### config.mk
export PLATFORM = sky130hd
export DESIGN_NAME = mat_vec_loader_flat
export DESIGN_NICKNAME = d
export VERILOG_FILES = /design/src/rtl/mvm_pkg.sv /design/src/rtl/mat_vec_loader_if.sv /design/src/rtl/mat_vec_loader_line_serializer.sv /design/src/rtl/mat_vec_loader.sv /design/src/flat_wrapper.sv
export SDC_FILE = /design/constraint.sdc
export NUM_CORES = 1
export LEC_CHECK = 0
export ABC_CLOCK_PERIOD_IN_PS = 1900
export CORE_ASPECT_RATIO = 1.4
export CORE_MARGIN = 1
export CORE_UTILIZATION = 30
export CTS_BUF_LIST = sky130_fd_sc_hd__clkbuf_8
export CTS_CLUSTER_DIAMETER = 40
export DETAILED_ROUTE_END_ITERATION = 8
export HOLD_SLACK_MARGIN = 0.08
export PLACE_DENSITY = 0.67
export SYNTH_ARGS = -nofsm -noshare
export SYNTH_HDL_FRONTEND = slang
export SYNTH_SLANG_ARGS = --single-unit
### constraint.sdc
create_clock -name clk -period 1.9 [get_ports clk]
set_clock_uncertainty 0.1 [all_clocks]
set_input_delay 0.38 -clock clk [delete_from_list [all_inputs] [get_ports clk]]
set_output_delay 0.38 -clock clk [all_outputs]
set_load 0.05 [all_outputs]
### src/rtl/mvm_pkg.sv
// Shared definitions for the matrix-vector datapath: element/row defaults,
// the loader state encoding and a small width helper.
package mvm_pkg;

    localparam int MVM_DATA_WIDTH = 8;
    localparam int MVM_DEPTH      = 8;
    localparam int MVM_LINE_WIDTH = MVM_DATA_WIDTH * MVM_DEPTH;

    typedef enum logic [2:0] {
        ST_IDLE,
        ST_CLEAR,
        ST_REQ,
        ST_WAIT_DATA,
        ST_STREAM_B,
        ST_DONE,
        ST_ERROR
    } loader_state_t;

    // Index width that stays at least one bit for degenerate sizes.
    function automatic int idx_width(input int n);
        return (n > 1) ? $clog2(n) : 1;
    endfunction

endpackage

### src/rtl/mat_vec_loader_if.sv
// Avalon-style read bus between the loader (master) and the memory wrapper (slave).
interface mat_vec_loader_if
    import mvm_pkg::*;
#(
    parameter int ADDR_WIDTH = 32,
    parameter int LINE_WIDTH = MVM_LINE_WIDTH
);

    logic [ADDR_WIDTH-1:0] address;
    logic                  read;
    logic                  waitrequest;
    logic [LINE_WIDTH-1:0] readdata;
    logic                  readdatavalid;

    modport master (
        output address,
        output read,
        input  waitrequest,
        input  readdata,
        input  readdatavalid
    );

    modport slave (
        input  address,
        input  read,
        output waitrequest,
        output readdata,
        output readdatavalid
    );

endinterface

### src/rtl/mat_vec_loader_line_serializer.sv
// Holds one vector line and emits its DEPTH elements, highest lane first,
// one per cycle with a valid strobe and a last flag on the final element.
module line_serializer
    import mvm_pkg::*;
#(
    parameter int DATA_WIDTH = MVM_DATA_WIDTH,
    parameter int DEPTH      = MVM_DEPTH
) (
    input  logic                        clk,
    input  logic                        rst,
    input  logic                        load,
    input  logic [DATA_WIDTH*DEPTH-1:0] line,
    output logic                        valid,
    output logic [DATA_WIDTH-1:0]       data,
    output logic                        last
);

    localparam int LINE_W = DATA_WIDTH * DEPTH;
    localparam int IDX_W  = idx_width(DEPTH);
    localparam logic [IDX_W-1:0] LAST_IDX = IDX_W'(DEPTH - 1);

    logic [LINE_W-1:0] shreg;
    logic [IDX_W-1:0]  b_idx;
    logic              active;

    // The top lane is always the one on the output; shifting left exposes the next.
    always_ff @(posedge clk) begin
        if (rst) begin
            shreg  <= '0;
            b_idx  <= '0;
            active <= 1'b0;
        end else if (load) begin
            shreg  <= line;
            b_idx  <= '0;
            active <= 1'b1;
        end else if (active) begin
            shreg <= shreg << DATA_WIDTH;
            if (last) begin
                active <= 1'b0;
                b_idx  <= '0;
            end else begin
                b_idx <= b_idx + IDX_W'(1);
            end
        end
    end

    assign valid = active;
    assign data  = shreg[LINE_W-1 -: DATA_WIDTH];
    assign last  = active && (b_idx == LAST_IDX);

endmodule

### src/rtl/mat_vec_loader.sv
// Read master that fetches DEPTH matrix rows and one vector line from memory,
// writes the rows to the A FIFOs and serialises the vector into the B input.
module mat_vec_loader
    import mvm_pkg::*;
#(
    parameter int                    DATA_WIDTH = MVM_DATA_WIDTH,
    parameter int                    DEPTH      = MVM_DEPTH,
    parameter int                    ADDR_WIDTH = 32,
    parameter logic [ADDR_WIDTH-1:0] BASE_ADDR  = '0,
    parameter int                    TIMEOUT    = 255
) (
    input  logic                        clk,
    input  logic                        rst,
    input  logic                        start,
    mat_vec_loader_if.master            mem,
    output logic                        clr,
    output logic                        a_wren,
    output logic [DATA_WIDTH*DEPTH-1:0] a_row,
    output logic                        b_wren,
    output logic [DATA_WIDTH-1:0]       b_byte,
    output logic                        busy,
    output logic                        done,
    output logic                        err
);

    localparam int LIDX_W = $clog2(DEPTH + 1);
    localparam int WCNT_W = idx_width(TIMEOUT + 1);
    localparam logic [LIDX_W-1:0] LAST_LINE = LIDX_W'(DEPTH);
    localparam logic [WCNT_W-1:0] WAIT_LAST = WCNT_W'(TIMEOUT - 1);

    loader_state_t         state;
    loader_state_t         state_next;
    logic [LIDX_W-1:0]     line_idx;
    logic [WCNT_W-1:0]     wait_cnt;
    logic                  timed_out;
    logic                  read_req;
    logic                  row_capture;
    logic                  vec_load;
    logic                  ser_valid;
    logic                  ser_last;
    logic [DATA_WIDTH-1:0] ser_data;

    always_ff @(posedge clk) begin
        if (rst) begin
            state <= ST_IDLE;
        end else begin
            state <= state_next;
        end
    end

    // The wait counter restarts on every state change, so each REQ and each
    // WAIT_DATA visit gets its own TIMEOUT budget.
    always_ff @(posedge clk) begin
        if (rst) begin
            line_idx <= '0;
            wait_cnt <= '0;
        end else begin
            if (state == ST_IDLE || state == ST_DONE || state == ST_ERROR) begin
                line_idx <= '0;
            end else if (row_capture) begin
                line_idx <= line_idx + LIDX_W'(1);
            end

            if (state_next != state) begin
                wait_cnt <= '0;
            end else if (state == ST_REQ || state == ST_WAIT_DATA) begin
                wait_cnt <= wait_cnt + WCNT_W'(1);
            end
        end
    end

    always_ff @(posedge clk) begin
        if (rst) begin
            a_wren <= 1'b0;
            a_row  <= '0;
        end else begin
            a_wren <= row_capture;
            if (row_capture) begin
                a_row <= mem.readdata;
            end
        end
    end

    assign timed_out = (wait_cnt == WAIT_LAST);

    always_comb begin
        state_next  = state;
        clr         = 1'b0;
        read_req    = 1'b0;
        row_capture = 1'b0;
        vec_load    = 1'b0;
        case (state)
            ST_IDLE, ST_DONE, ST_ERROR: begin
                if (start) begin
                    state_next = ST_CLEAR;
                end
            end
            ST_CLEAR: begin
                clr        = 1'b1;
                state_next = ST_REQ;
            end
            ST_REQ: begin
                read_req = 1'b1;
                if (!mem.waitrequest) begin
                    state_next = ST_WAIT_DATA;
                end else if (timed_out) begin
                    state_next = ST_ERROR;
                end
            end
            ST_WAIT_DATA: begin
                if (mem.readdatavalid) begin
                    if (line_idx != LAST_LINE) begin
                        row_capture = 1'b1;
                        state_next  = ST_REQ;
                    end else begin
                        vec_load   = 1'b1;
                        state_next = ST_STREAM_B;
                    end
                end else if (timed_out) begin
                    state_next = ST_ERROR;
                end
            end
            ST_STREAM_B: begin
                if (ser_last) begin
                    state_next = ST_DONE;
                end
            end
            default: begin
                state_next = ST_IDLE;
            end
        endcase
    end

    line_serializer #(
        .DATA_WIDTH (DATA_WIDTH),
        .DEPTH      (DEPTH)
    ) u_serializer (
        .clk   (clk),
        .rst   (rst),
        .load  (vec_load),
        .line  (mem.readdata),
        .valid (ser_valid),
        .data  (ser_data),
        .last  (ser_last)
    );

    assign mem.read    = read_req;
    assign mem.address = BASE_ADDR + ADDR_WIDTH'(line_idx);

    assign b_wren = ser_valid;
    assign b_byte = ser_data;
    assign busy   = (state == ST_CLEAR) || (state == ST_REQ) ||
                    (state == ST_WAIT_DATA) || (state == ST_STREAM_B);
    assign done   = (state == ST_DONE);
    assign err    = (state == ST_ERROR);

endmodule

### src/flat_wrapper.sv
// flat-port wrapper written by rule: the top's interface ports become plain ports
module mat_vec_loader_flat import mvm_pkg::*;
#(
    parameter int                    DATA_WIDTH = MVM_DATA_WIDTH,
    parameter int                    DEPTH      = MVM_DEPTH,
    parameter int                    ADDR_WIDTH = 32,
    parameter logic [ADDR_WIDTH-1:0] BASE_ADDR  = '0,
    parameter int                    TIMEOUT    = 255
)
  (clk, rst, start, clr, a_wren, a_row, b_wren, b_byte, busy, done, err, mem_address, mem_read, mem_waitrequest, mem_readdata, mem_readdatavalid);
  mat_vec_loader_if #(.ADDR_WIDTH(ADDR_WIDTH), .LINE_WIDTH(((8) * (8)))) mem_i ();
  input  logic clk;
  input  logic rst;
  input  logic start;
  output logic clr;
  output logic a_wren;
  output logic [DATA_WIDTH*DEPTH-1:0] a_row;
  output logic b_wren;
  output logic [DATA_WIDTH-1:0] b_byte;
  output logic busy;
  output logic done;
  output logic err;
  output wire logic [$bits(mem_i.address)-1:0] mem_address;
  output wire logic [$bits(mem_i.read)-1:0] mem_read;
  input wire logic [$bits(mem_i.waitrequest)-1:0] mem_waitrequest;
  input wire logic [$bits(mem_i.readdata)-1:0] mem_readdata;
  input wire logic [$bits(mem_i.readdatavalid)-1:0] mem_readdatavalid;
  assign mem_address = mem_i.address;
  assign mem_read = mem_i.read;
  assign mem_i.waitrequest = mem_waitrequest;
  assign mem_i.readdata = mem_readdata;
  assign mem_i.readdatavalid = mem_readdatavalid;
  mat_vec_loader #(.DATA_WIDTH(DATA_WIDTH), .DEPTH(DEPTH), .ADDR_WIDTH(ADDR_WIDTH), .BASE_ADDR(BASE_ADDR), .TIMEOUT(TIMEOUT)) u_core (.clk(clk), .rst(rst), .start(start), .mem(mem_i), .clr(clr), .a_wren(a_wren), .a_row(a_row), .b_wren(b_wren), .b_byte(b_byte), .busy(busy), .done(done), .err(err));
endmodule
==> results.json, run 1 <==
{
  "intPower_uw": 4750,
  "numCtsBuffers": 17,
  "antenna_found_initial": 0,
  "cts_sinks": 148,
  "netSwitchingFraction": 0.259,
  "wl_met1_um": 7390,
  "dr_wl_met2_um": 8890,
  "p_switching_uw": 1660,
  "fill_cells": 2066,
  "syn-mean-instance-area_um2": 8.54,
  "drive_gt1_frac": 0.204,
  "max_freq_mhz": 526,
  "start_util": 0.306,
  "min-delay-start": "rst",
  "p_clk_frac": 0.403,
  "pwr-share-comb": 0.108,
  "slew_violations": 0,
  "crit_path_start_kind": "flop",
  "peakVddDrop_mv": 0.339,
  "setup_ws_ns": -0.00266,
  "clkTransAtPathRegs_ns": 0.08,
  "ant_nets": 0,
  "dieArea_mm2": 0.0215,
  "routedWlPerCell_um": 15.0,
  "gp_congestion": 0.844,
  "cts_hold_buf": 0,
  "hold_class": "primary input to flop",
  "vias": 5454,
  "htreeDepth": 4,
  "hold_path_depth": 3,
  "core_region_area_mm2": 0.0206,
  "crit_arrival_ns": 1.42,
  "grt_pass1_vias": 5152,
  "hpwlAfterDp_um": 11800,
  "grt.overflow.total": 0,
  "yosys_warnings": 0,
  "violations": "setup timing",
  "ys_ff_latch": 148,
  "async_flop_share": 0,
  "syn_area_mm2": 0.00628,
  "cp-end-kind": "output port",
  "clk_latency_ns": 0.46,
  "power_uw": 6420,
  "critPathKind": "flop to output port",
  "reg2reg_depth": 6,
  "via_per_inst": 4.73,
  "topRoutingLayerUsed": "met4",
  "rsz0062_at_grt": "yes",
  "numPortBuffers": 151,
  "reg2reg_to": "u_core.wait_cnt[1]$_SDFFE_PP0P_",
  "leakage_uw": 0.00311,
  "max_cap_viol_count": 0,
  "hold_violations": 0,
  "drc": 0,
  "synthCells": 736,
  "drt_first_pass_iters": 6,
  "fin_crit_sh": 1.00,
  "num_antenna_cells": 0,
  "worst_r2r_startpoint": "u_core.state[0]$_SDFF_PP0_",
  "grt_pass1_wl_um": 27500,
  "fp.dieW_um": 124,
  "r2r_slack_ns": 0.01,
  "pwr-share-seq": 0.489,
  "synthFlopType": "dfxtp_1",
  "cts_max_path_buffers": 2,
  "critPathMaxFanout": 6,
  "ys_types": 41,
  "relSlewSlack": 0.643,
  "drt-total-wl_um": 17300,
  "wl_met3_um": 694,
  "fp.dieH_um": 173,
  "yosysSeqAreaShare": 0.472,
  "num_rows": 62,
  "whs_ns": 0.353,
  "drtIter0Drc": 273,
  "worst_slew_pin_slew_ns": 0.535,
  "syn2layout_area_growth_pct": 36.2,
  "ios": 180,
  "critPathRequiredTime_ns": 1.42,
  "synth-edff-count": 0,
  "status": "complete, but fails checks",
  "grt_max_degree": 112,
  "fin_nets": 960,
  "setup_viol": 1,
  "p_per_area_mw_per_mm2": 750,
  "min_period_ns": 1.90,
  "cts_tree": "built",
  "grt_usage": 0.161,
  "whs_endpoint": "u_core.a_wren$_SDFF_PP0_",
  "clockRootBuffer": "clkbuf_8"
}
==> per-stage QoR <==
step	setup WS, ns	utilization	cell area, um2	std cells	TNS, ns
floorplan	0.00734	-	6410	763	0
global placement	-0.232	0.386	7940	1112	-19.61
detailed placement	-0.266	0.386	7940	1112	-23.15
CTS	-0.00927	0.415	8530	1152	-0.0255
global route	-0.0497	0.416	8560	1153	-0.229
finish	-0.00266	0.416	8560	1153	-0.00266
==> cell usage after synthesis (3+ instances only) <==
| cell type | number | area [um2] |
|---|---|---|
| dfxtp_1 | 148 | 2960 |
| nand2_1 | 144 | 541 |
| a21oi_1 | 80 | 400 |
| nor2_1 | 75 | 282 |
| mux2i_1 | 57 | 571 |
| a211oi_1 | 56 | 420 |
| clkbuf_1 | 37 | 139 |
| buf_4 | 36 | 270 |
| buf_2 | 14 | 70.1 |
| nand3_1 | 14 | 70.1 |
| inv_1 | 9 | 33.8 |
| xor2_1 | 8 | 70.1 |
| nor3_1 | 7 | 35.0 |
| ha_1 | 6 | 75.1 |
| nand2b_1 | 5 | 31.3 |
| nand4_1 | 5 | 31.3 |
| xnor2_1 | 5 | 43.8 |
| buf_1 | 3 | 11.3 |
==> power by group through the flow <==
| stage | clock network (uW) | logic [uW] | registers [uW] |
|---|---|---|---|
| floorplan | 0 | 348 | 3260 |
| global placement | 0 | 642 | 3210 |
| detailed placement | 0 | 642 | 3210 |
| CTS | 2690 | 688 | 3130 |
| global route | 2820 | 729 | 3140 |
| finish | 2590 | 693 | 3130 |
==> sequential cells by signal (all words and copies together), names as in the netlist <==
signal                     flops
u_core.u_serializer.shreg     64
u_core.state                   3
u_core.a_row                  64
u_core.u_serializer.valid      1
u_core.line_idx                4
u_core.a_wren                  1
u_core.wait_cnt                8
u_core.u_serializer.b_idx      3
==> routing by layer <==
metal	up-vias	track usage
met5	-	0
met4	0	0.0622
met3	24	0.0395
met2	143	0.280
met1	2541	0.190
li1	2746	-
==> cell families after synthesis <==
kind of cell | after synthesis | share of synthesized area
compound gates | 151 | 0.152
xor+xnor | 13 | 0.0181
fa+ha+maj | 6 | 0.0119
buf+inv | 102 | 0.0878
flops | 148 | 0.472
mux | 57 | 0.0908
other cells | 1 | 0.000597
simple gates | 258 | 0.167
==> cells in the final DEF (no fill, tap or decap), types with 3 or more instances in the layout <==
| master | n |
|---|---|
| nand2_1 | 144 |
| dfxtp_1 | 141 |
| buf_4 | 111 |
| a21oi_1 | 80 |
| nor2_1 | 73 |
| clkdlybuf4s50_1 | 67 |
| mux2i_1 | 57 |
| a211oi_1 | 56 |
| conb_1 | 28 |
| clkbuf_8 | 19 |
| nand3_1 | 13 |
| buf_12 | 11 |
| inv_1 | 8 |
| xor2_1 | 8 |
| ha_1 | 6 |
| dfxtp_4 | 6 |
| nor3_1 | 5 |
| nand4_1 | 5 |
| buf_6 | 5 |
| xnor2_1 | 4 |
| nand2b_1 | 4 |
| clkinv_2 | 4 |
| bufinv_16 | 3 |
==> what timing repair did <==
action                     in CTS  in global routing
buffers inserted                8                  1
gates resized for setup        20                  6
hold endpoints to repair        0                  0
pin swaps                       5                  6
gates cloned                    1                  0
setup endpoints to repair       7                 39
==> worst max path at each step <==
| stage | from | endpoint | slack (ns) | depth (start not counted) |
|---|---|---|---|---|
| 2_1_floorplan | u_core.state[0]$_SDFF_PP0_ | done | 0.007 | 4 |
| 3_3_place_gp | start | u_core.wait_cnt[2]$_SDFFE_PP0P_ | -0.23 | 6 |
| 3_5_place_dp | start | u_core.wait_cnt[0]$_SDFFE_PP0P_ | -0.27 | 6 |
| 4_1_cts | u_core.state[0]$_SDFF_PP0_ | err | -0.009 | 3 |
| 5_1_grt | u_core.state[0]$_SDFF_PP0_ | err | -0.05 | 3 |
| 6_report | u_core.state[0]$_SDFF_PP0_ | err | -0.003 | 3 |
==> cell type report <==
class,instances,area (um2),area share
flip-flops and latches,148,2990,0.349
multi-input cells,513,2960,0.346
repair buffers,196,1840,0.215
well taps,256,320,0.0374
clock buffers,19,262,0.0306
clock inverters,12,153,0.0178
inverters,9,37.5,0.00439
==> worst max-delay path: stages, from the launching register on <==
cell        delay (ns)
dfxtp_4           0.41
clkinvlp_4        0.20
and3_4            0.22
buf_6             0.14
(Power assumes the default switching activity.)
==> run 2: changes to the inputs <==
--- a/config.mk
+++ b/config.mk
@@ -12,6 +12,7 @@
 export CTS_BUF_LIST = sky130_fd_sc_hd__clkbuf_8
 export CTS_CLUSTER_DIAMETER = 40
 export DETAILED_ROUTE_END_ITERATION = 8
+export GPL_ROUTABILITY_DRIVEN = 0
 export HOLD_SLACK_MARGIN = 0.08
 export PLACE_DENSITY = 0.67
 export SYNTH_ARGS = -nofsm -noshare
==> results of run 2 <==
Final layout, timing and power as in run 1 (identical DEF).
==> run 3: changes to the inputs <==
--- a/config.mk
+++ b/config.mk
@@ -6,6 +6,7 @@
 export NUM_CORES = 1
 export LEC_CHECK = 0
 export ABC_CLOCK_PERIOD_IN_PS = 1900
+export CAP_MARGIN = 10
 export CORE_ASPECT_RATIO = 1.4
 export CORE_MARGIN = 1
 export CORE_UTILIZATION = 30
==> results of run 3 <==
Final layout, timing and power as in run 1 (identical DEF).
